==> src/rtl/result_collector_pkg.sv <==
// Shared defaults and the default-width FIFO entry layout for result_collector.
// The RESULT_PARITY_EN macro adds a stored parity bit to each entry.
package result_collector_pkg;

  localparam int DEF_NUM_CORES = 4;
  localparam int DEF_RES_W     = 8;
  localparam int DEF_DEPTH     = 8;
  localparam int CORE_ID_W     = $clog2(DEF_NUM_CORES);

  typedef struct packed {
    logic [CORE_ID_W-1:0] core_id;
    logic [DEF_RES_W-1:0] data;
`ifdef RESULT_PARITY_EN
    logic                 parity;
`endif
  } entry_t;

endpackage

==> src/rtl/result_fifo.sv <==
// First-word-fall-through synchronous FIFO; head reads as zero while empty.
module result_fifo #(
  parameter int WIDTH = 8,
  parameter int DEPTH = 8
) (
  input  logic                     clk,
  input  logic                     rst,
  input  logic                     i_push,
  input  logic [WIDTH-1:0]         i_push_data,
  input  logic                     i_pop,
  output logic [WIDTH-1:0]         o_head,
  output logic [$clog2(DEPTH):0]   o_count,
  output logic                     o_empty,
  output logic                     o_full
);

  localparam int PTR_W = $clog2(DEPTH);
  localparam int CNT_W = PTR_W + 1;

  logic [WIDTH-1:0] r_mem [DEPTH];
  logic [PTR_W-1:0] r_wr_ptr;
  logic [PTR_W-1:0] r_rd_ptr;
  logic [CNT_W-1:0] r_count;
  logic             w_do_push;
  logic             w_do_pop;

  assign o_empty   = (r_count == '0);
  assign o_full    = (r_count == CNT_W'(DEPTH));
  assign w_do_push = i_push && !o_full;
  assign w_do_pop  = i_pop && !o_empty;
  assign o_count   = r_count;
  assign o_head    = o_empty ? '0 : r_mem[r_rd_ptr];

  always_ff @(posedge clk) begin
    if (rst) begin
      r_wr_ptr <= '0;
      r_rd_ptr <= '0;
      r_count  <= '0;
    end else begin
      if (w_do_push) r_wr_ptr <= r_wr_ptr + 1'b1;
      if (w_do_pop)  r_rd_ptr <= r_rd_ptr + 1'b1;
      r_count <= r_count + CNT_W'(w_do_push) - CNT_W'(w_do_pop);
    end
  end

  // NOTE: storage is deliberately not reset; r_count qualifies every slot,
  // and the head mux hides stale contents while empty.
  always_ff @(posedge clk) begin
    if (w_do_push) r_mem[r_wr_ptr] <= i_push_data;
  end

endmodule

==> src/rtl/result_collector.sv <==
// Per-core result hold registers, round-robin arbiter and tagged output FIFO.
// Define RESULT_PARITY_EN to add the out_parity port and stored parity.
module result_collector
  import result_collector_pkg::*;
#(
  parameter int NUM_CORES = DEF_NUM_CORES,
  parameter int RES_W     = DEF_RES_W,
  parameter int DEPTH     = DEF_DEPTH
) (
  input  logic                         clk,
  input  logic                         rst,
  input  logic [NUM_CORES-1:0]         core_valid,
  input  logic [NUM_CORES*RES_W-1:0]   core_result,
  output logic [NUM_CORES-1:0]         core_ack,
  output logic                         out_valid,
  input  logic                         out_ready,
  output logic [RES_W-1:0]             out_data,
  output logic [$clog2(NUM_CORES)-1:0] out_core,
  output logic [$clog2(DEPTH):0]       out_count,
`ifdef RESULT_PARITY_EN
  output logic                         out_parity,
`endif
  output logic [NUM_CORES-1:0]         overflow
);

  localparam int ID_W = $clog2(NUM_CORES);

  typedef struct packed {
    logic [ID_W-1:0]  core_id;
    logic [RES_W-1:0] data;
`ifdef RESULT_PARITY_EN
    logic             parity;
`endif
  } fifo_entry_t;

  logic [NUM_CORES-1:0] r_hold_v;
  logic [RES_W-1:0]     r_hold_data [NUM_CORES];
  logic [ID_W-1:0]      r_last_grant;
  logic [NUM_CORES-1:0] r_core_ack;
  logic [NUM_CORES-1:0] r_overflow;

  logic [NUM_CORES-1:0] w_capture;
  logic [NUM_CORES-1:0] w_grant_vec;
  logic                 w_grant_any;
  logic [ID_W-1:0]      w_grant_idx;
  logic [ID_W-1:0]      w_cand;
  logic                 w_fifo_full;
  logic                 w_fifo_empty;
  fifo_entry_t          w_push_entry;
  fifo_entry_t          w_head;

  // NOTE: every combinational output gets a default first so no latch is inferred.
  always_comb begin
    w_grant_any = 1'b0;
    w_grant_idx = '0;
    w_cand      = '0;
    if (!w_fifo_full) begin
      for (int k = 1; k <= NUM_CORES; k++) begin
        w_cand = ID_W'((int'(r_last_grant) + k) % NUM_CORES);
        if (!w_grant_any && r_hold_v[w_cand]) begin
          w_grant_any = 1'b1;
          w_grant_idx = w_cand;
        end
      end
    end
    w_grant_vec = w_grant_any ? (NUM_CORES'(1) << w_grant_idx) : '0;
  end

  // A granted core frees its slot this edge, so a coincident strobe recaptures.
  assign w_capture = core_valid & (~r_hold_v | w_grant_vec);

  always_comb begin
    w_push_entry         = '0;
    w_push_entry.core_id = w_grant_idx;
    w_push_entry.data    = r_hold_data[w_grant_idx];
`ifdef RESULT_PARITY_EN
    w_push_entry.parity  = ^{w_grant_idx, r_hold_data[w_grant_idx]};
`endif
  end

  always_ff @(posedge clk) begin
    if (rst) begin
      r_hold_v     <= '0;
      r_last_grant <= ID_W'(NUM_CORES - 1);
      r_core_ack   <= '0;
      r_overflow   <= '0;
    end else begin
      r_core_ack <= w_grant_vec;
      if (w_grant_any) r_last_grant <= w_grant_idx;
      for (int i = 0; i < NUM_CORES; i++) begin
        if (w_capture[i])        r_hold_v[i]   <= 1'b1;
        else if (w_grant_vec[i]) r_hold_v[i]   <= 1'b0;
        else if (core_valid[i])  r_overflow[i] <= 1'b1;
      end
    end
  end

  always_ff @(posedge clk) begin
    for (int i = 0; i < NUM_CORES; i++) begin
      if (w_capture[i]) r_hold_data[i] <= core_result[i*RES_W +: RES_W];
    end
  end

  result_fifo #(
    .WIDTH ($bits(fifo_entry_t)),
    .DEPTH (DEPTH)
  ) u_fifo (
    .clk         (clk),
    .rst         (rst),
    .i_push      (w_grant_any),
    .i_push_data (w_push_entry),
    .i_pop       (out_ready),
    .o_head      (w_head),
    .o_count     (out_count),
    .o_empty     (w_fifo_empty),
    .o_full      (w_fifo_full)
  );

  assign out_valid = !w_fifo_empty;
  assign out_data  = w_head.data;
  assign out_core  = w_head.core_id;
`ifdef RESULT_PARITY_EN
  assign out_parity = w_head.parity;
`endif
  assign core_ack  = r_core_ack;
  assign overflow  = r_overflow;

endmodule

==> config.mk <==
export PLATFORM = sky130hd
export DESIGN_NAME = result_collector
export DESIGN_NICKNAME = d
export VERILOG_FILES = /design/src/rtl/result_collector_pkg.sv /design/src/rtl/result_fifo.sv /design/src/rtl/result_collector.sv
export SDC_FILE = /design/constraint.sdc
export NUM_CORES = 1
export LEC_CHECK = 0
export ABC_AREA = 1
export CAP_MARGIN = 20
export CORE_ASPECT_RATIO = 1.5
export CORE_UTILIZATION = 52
export CTS_CLUSTER_SIZE = 8
export DETAILED_ROUTE_END_ITERATION = 12
export GPL_TIMING_DRIVEN = 0
export PLACE_DENSITY = 0.79
export SLEW_MARGIN = 20
export SYNTH_ARGS = -nofsm -noshare
export SYNTH_HDL_FRONTEND = slang
export SYNTH_HIERARCHICAL = 1
export SYNTH_SLANG_ARGS = --single-unit
==> constraint.sdc <==
create_clock -name clk -period 2.3 [get_ports clk]
set_input_delay 0.575 -clock clk [delete_from_list [all_inputs] [get_ports clk]]
set_output_delay 0.575 -clock clk [all_outputs]
set_load 0.005 [all_outputs]
# ---- Word-level counts from Yosys, hierarchy flattened
# Memories as Yosys holds them, arrays and structs flattened. A register that Yosys moved wholly into a read port is not among the register bits.
# Index checks and enable logic that the tools add are counted.
dict set report totals {
  ff_bits 24
  latchBits 0
  ram_bits 112
  rom_bits 0
  input_bits 39
  out_inout_bits 23
  elab_cells 102
  n_memories 2
}
# name depth width rd rd_ports_with_merged_regs wr line_no
set memory_table {}
lappend memory_table {u_fifo.r_mem 8 10 1 1 1 result_fifo.sv:20} ;# logic [WIDTH-1:0] r_mem [DEPTH];
lappend memory_table {r_hold_data 4 8 1 0 4 result_collector.sv:37} ;# logic [RES_W-1:0] r_hold_data [NUM_CORES];
dict set report classes {
  add_sub_neg 8
  multipliers 0
  div 0
  magnitude_cmp 4
  n_eq_ne 1
  shifts 1
  mux 43
  bitwise 11
  n_reduce_logical 19
}
# cell count
set ops {}
lappend ops {{two-way mux 1 bit} 30}
lappend ops {{< comparator 2 x 3 -> 1 bit (second input constant)} 4}
lappend ops {{AND reduction 3 bit} 4}
lappend ops {{two-way mux 10 bit} 1}
lappend ops {{two-way mux 2 bit} 5}
lappend ops {{binary-select mux 1 bit (select 2 bit)} 4}
lappend ops {{NOT 1 bit} 8}
lappend ops {{nonzero test 2 bit} 4}
lappend ops {{adder 3 x 1 -> 3 bit (second input constant)} 2}
lappend ops {{two-way mux 3 bit} 2}
lappend ops {{logical AND 1 bit} 5}
lappend ops {{logical NOT 1 bit} 5}
lappend ops {{adder 2 x 1 -> 2 bit (second input constant)} 2}
lappend ops {{adder 2 bit (second input constant)} 2}
lappend ops {{adder 4 x 1 -> 4 bit} 1}
lappend ops {{AND 4 bit} 1}
lappend ops {{equality test 4 bit (second input constant)} 1}
lappend ops {{logical NOT 4 bit} 1}
lappend ops {{two-way mux 4 bit} 1}
lappend ops {{NOT 4 bit} 1}
lappend ops {{bitwise OR 4 bit} 1}
lappend ops {{<< shifter 1 x 2 -> 4 bit (first input constant)} 1}
lappend ops {{subtractor 4 x 1 -> 4 bit} 1}

# ---- Logic depth before layout (Yosys ltp)
dict set report depth {
  word_depth 23
  mapped_depth 20
  ltp_nobuf 19
}

# ---- Modules after synthesis
# The synthesis kept the hierarchy.
# mod n_inst cells_each area_per_inst_um2 seq_area_each_um2
set modules_own_cells {}
lappend modules_own_cells {result_fifo 1 445 4206.5 2662.6}
lappend modules_own_cells {result_collector 1 229 2148.3 1241.2}

# ---- Worst setup path after synthesis
# Ideal clock, no wire load.
dict set report synth_path {
  path_type {flip-flop to flip-flop}
  start {reg r_last_grant[0]}
  end {reg u_fifo.r_count[2], in the netlist u_fifo/o_count[2]}
  setup_ns 0.114
  t_arrival_ns 2.287
  t_required_ns 2.186
  path_slack_ns -0.102
  stages_incl_launch_ff 21
  n_path_buf 1
  period_less_slack_ns 2.402
  cell_sequence {dfxtp_1 > inv_2 > buf_6 > nand2_2 > nand2_1 > nand2_1 > nand2_1 > nor2_4 > nand3_2 > nand2_4 > inv_2 > nand2_1 > inv_1 > nor2_2 > inv_2 > nand2_1 > ha_1 > inv_1 > fa_1 > xor2_1 > nor2_1}
}
dict set report synth_between {
  elab_chain_len 20
  elab_cells_between_ends 29
  classes_between {6 x add/sub; 16 x mux; 7 x reduce/logical}
}
# item line_no
set synth_rtl {}
lappend synth_rtl {{start, declared} result_collector.sv:38} ;# logic [ID_W-1:0] r_last_grant;
lappend synth_rtl {{start signal, assigned} result_collector.sv:84} ;# r_last_grant <= ID_W'(NUM_CORES - 1);
lappend synth_rtl {{start signal, assigned} result_collector.sv:89} ;# if (w_grant_any) r_last_grant <= w_grant_idx;
lappend synth_rtl {{adder 2 x 1 -> 2 bit} result_collector.sv:59} ;# w_cand = ID_W'((int'(r_last_grant) + k) % NUM_CORES);
lappend synth_rtl {{binary-select mux 1 bit (select 2 bit)} result_collector.sv:60} ;# if (!w_grant_any && r_hold_v[w_cand]) begin
lappend synth_rtl {{two-way mux 1 bit (not written as such)} result_collector.sv:60}
lappend synth_rtl {{two-way mux 1 bit} result_collector.sv:60}
lappend synth_rtl {{two-way mux 1 bit} result_collector.sv:57} ;# if (!w_fifo_full) begin
lappend synth_rtl {{logical NOT 1 bit} result_collector.sv:60}
lappend synth_rtl {{logical AND 1 bit} result_collector.sv:60}
lappend synth_rtl {{two-way mux 1 bit} result_collector.sv:60}
lappend synth_rtl {{[5 not listed]} --}
lappend synth_rtl {{logical NOT 1 bit} result_collector.sv:60}
lappend synth_rtl {{logical AND 1 bit} result_collector.sv:60}
lappend synth_rtl {{two-way mux 1 bit (*)} result_collector.sv:60}
lappend synth_rtl {{two-way mux 1 bit (*)} result_collector.sv:57}
lappend synth_rtl {{via w_grant_any} result_collector.sv:44} ;# logic w_grant_any;
lappend synth_rtl {{logical AND 1 bit (*)} result_fifo.sv:29} ;# assign w_do_push = i_push && !o_full;
lappend synth_rtl {{adder 4 x 1 -> 4 bit (*)} result_fifo.sv:42} ;# r_count <= r_count + CNT_W'(w_do_push) - CNT_W'(w_do_pop);
lappend synth_rtl {{subtractor 4 x 1 -> 4 bit (*)} result_fifo.sv:42}
lappend synth_rtl {{end signal, assigned} result_fifo.sv:42}
lappend synth_rtl {{end, declared} result_fifo.sv:23} ;# logic [CNT_W-1:0] r_count;
# The timed path passes the listed nets; every way through them passes the cells marked *. The select of a mux whose other input is x is not followed.
# A chain may end at the register's enable or synchronous reset.

# ---- Worst setup path after layout
dict set report layout_path {
  start {reg r_last_grant[0]}
  end {reg u_fifo.r_count[1], in the netlist u_fifo/o_count[1]}
}
# Same word-level chain as after synthesis.

==> impl_metrics.yaml <==
detailed_routing:
  drc_errors: 0
  post_drt_wl_per_cell_um: 16.7
  dr.pass1.iters: 5
  drt-total-wl_um: 15900
  drt-initial-drc-count: 338
  viasPerCell: 5.20
  antenna_left: 0
  vias: 4960
clock_network:
  numCtsBuffers: 17
  root_buffer: "clkbuf_16"
  htree_levels: 4
  cts_sinks: 139
  clock_latency_ps: 420
  clk_pin_slew_ps: 60
  cts_tree: "built"
  clockBufferDepth: 2
flow_run:
  cap_viol_max_count: 0
timing:
  fin_crit_sh_pct: 107
  timing.fmax_mhz: 407
  finalWorstSetupSlack_ps: -157
  finClkSkew_ps: 13.9
  setup_viol: 21
  hold_slack_ps: 457
  drv_slew: 0
  rsz0062_at_grt: "true"
  max_slew_margin_pct: 65.8
  tightestPinTransition_ps: 512
  hold_violations: 0
  period_minus_slack_ps: 2460
global_routing:
  grt_pass1_vias: 4884
  grt_pass1_wl_um: 22800
  grt_antenna_before_repair: 0
  grt_overflow: 0
  grt_max_degree: 18
  track_usage_pct: 24.4
logic_synthesis:
  synth.avg_cell_area_um2: 9.43
  yosys_most_used_dff: "edfxtp_1"
  ys_top_cells_by_area: "edfxtp_1 53%, nand2_1 11%, dfxtp_1 8.5%, inv_1 7.1%, nand3_1 5.4%"
  syn-num-nets: 721
  ys_seq_elements: 139
  syn_area_um2: 6350
  yosysUniqueCellTypes: 25
  synth_top_area_share_pct: 52.9
  yosys_warnings: 6
  synth_simple_gate_area_share_pct: 23.2
  synth_xor_area_share_pct: 0.138
  synth_commonest_cells: "194 x nand2_1, 120 x inv_1, 112 x edfxtp_1"
  muxShareOfSynthArea_pct: 0
  ys_seq_area_share_pct: 61.4
  synth_compound_area_share_pct: 3.29
  synth_edf_count: 112
  syn_inst: 674
  synth_fa_ha_area_share_pct: 1.69
  synth_top_family_by_area: "simple AND/OR/NAND/NOR gates"
  yosysTopAreaCell: "edfxtp_1"
  async_flop_share_pct: 0
  yosysMostFrequentCell: "nand2_1"
setup_path:
  endpoint_kind: "register"
  startpoint_type: "register"
  required_ps: 2580
  worstPathMaxFanout: 7
  path_class: "reg -> reg"
  crit_arrival_ps: 2740
die:
  die_x_um: 92.3
  ios: 62
  die_area_um2: 12700
  start_util_pct: 53.2
  rows: 49
  core_um2: 12000
  die_height_um: 137
power_and_ir_drop:
  p_comb_share_pct: 49.8
  p_leak_nw: 3.71
  cellPowerDensity_nw_per_um2: 1650
  power.switching_mw: 5.67
  peakVddDrop_v: 0.00140
  p_seq_share_pct: 30.7
  clkPwrFrac_pct: 19.5
  switching_share_pct: 40.2
  p_int_mw: 8.42
layout:
  diodes: 0
  nets: 834
  area_growth_syn_to_layout_pct: 34.2
  fin_cells: 953
  ff_latch_area_um2: 3920
  fillers: 775
  drive_gt1_share_pct: 24.3
  multi_input_area_um2: 2170
  fin_util_pct: 71.3
run_status:
  violations: "negative setup slack"
  status: "finished, violations left"
worst_hold_path:
  min_path_type: "reg -> reg"
placed_design:
  gp_congestion: 0.802
  dp_cells: 888
  pre_cts_slack_ps: -367
  port_buffers: 61
  dp_hpwl_um: 9480
[critical path, stage by stage (launching register included)]
cell,delay [ps]
dfxtp_2,360
inv_2,50
buf_6,130
nand2_2,60
nand2_2,70
nand2_2,100
nand2_4,60
nor2_4,130
nand3_2,100
nand2_4,140
inv_6,50
nand2_4,70
inv_4,60
nor2_4,110
inv_2,50
nand2_2,70
ha_4,130
inv_2,40
fa_2,510
nor2_1,40
[kinds of logic (layout without fill, tap and decap cells)]
logic type,after synthesis,in the layout
xor+xnor,1,1
simple gates,337,337
compound gates,40,40
flops,139,139
buf+inv,149,275
fa+ha+maj,8,8
[placed cells by master (no fill, tap or decap), drive strengths merged]
| cell | count |
|---|---|
| nor2 | 51 |
| xor2 | 1 |
| bufinv | 3 |
| dfxtp | 27 |
| edfxtp | 112 |
| a21oi | 19 |
| inv | 129 |
| buf | 52 |
| fa | 1 |
| nand2 | 216 |
| clkdlybuf4s50 | 50 |
| nand3 | 70 |
| o21ai | 19 |
| o211ai | 2 |
| clkinvlp | 3 |
| dlygate4sd2 | 1 |
| ha | 7 |
| clkbuf | 31 |
| clkinv | 6 |
[sequential cells by signal, indices dropped and copies added (netlist names), 3 cells and up, named ones only]
signal and count:
u_fifo/r_rd_ptr 3, core_ack 4, u_fifo/o_count 4, overflow 4, u_fifo/r_mem 80, r_hold_v 4, r_hold_data 32, u_fifo/r_wr_ptr 3
[what timing repair did]
action / 4_1_cts / 5_1_grt
setup buffers: 12 / 19
pin swaps: 23 / 33
setup endpoints to repair: 181 / 189
hold buffers: 0 / 0
cloned: 2 / 0
resized for setup: 80 / 60
[worst paths after layout]
| path | from | to | depth (start not counted) | slack [ps] |
|---|---|---|---|---|
| setup / recovery | r_last_grant[0] | u_fifo/o_count[1] | 19 | -160 |
| hold / removal | overflow[1] | overflow[1] | 2 | 460 |
| setup reg to reg | r_last_grant[0] | u_fifo/o_count[1] | 19 | -160 |
| hold reg to reg | overflow[1] | overflow[1] | 2 | 460 |
[through the flow]
stage	instance area, um^2	power (mW)	setup TNS (ps)
after global routing	8530	14.8	-11520
after detailed placement	7180	9.54	-35200
final	8530	14.1	-697
after global placement	7180	9.31	-16470
after floorplan	6380	7.70	-40.9
after CTS	8130	13.0	-7020
[layer usage]
layer,share of wire [%],global-route usage [%],vias up
met4,3.7,13.1,0
met2,57,46.6,216
met5,0,0,-
met1,33,23.5,2335
li1,-,-,2362
met3,5.7,6.51,47
[cell type report]
class / instances / share of cell area (%)
inverter: 127 / 5.79
clock buffer: 18 / 5.03
timing repair buffer: 94 / 11.0
sequential: 139 / 45.9
buffer: 22 / 2.51
tap: 153 / 2.24
clock inverter: 14 / 2.00
multi-input combinational: 386 / 25.5
[power by group through the flow]
stage / Sequential [mW] / Combinational, mW / Clock [mW]
after floorplan: 4.28 / 3.42 / 0
after global placement: 4.32 / 4.99 / 0
after detailed placement: 4.35 / 5.19 / 0
after CTS: 4.30 / 5.93 / 2.75
after global routing: 4.38 / 7.53 / 2.88
final: 4.33 / 7.02 / 2.74
Power figures use the tool's default switching activity.
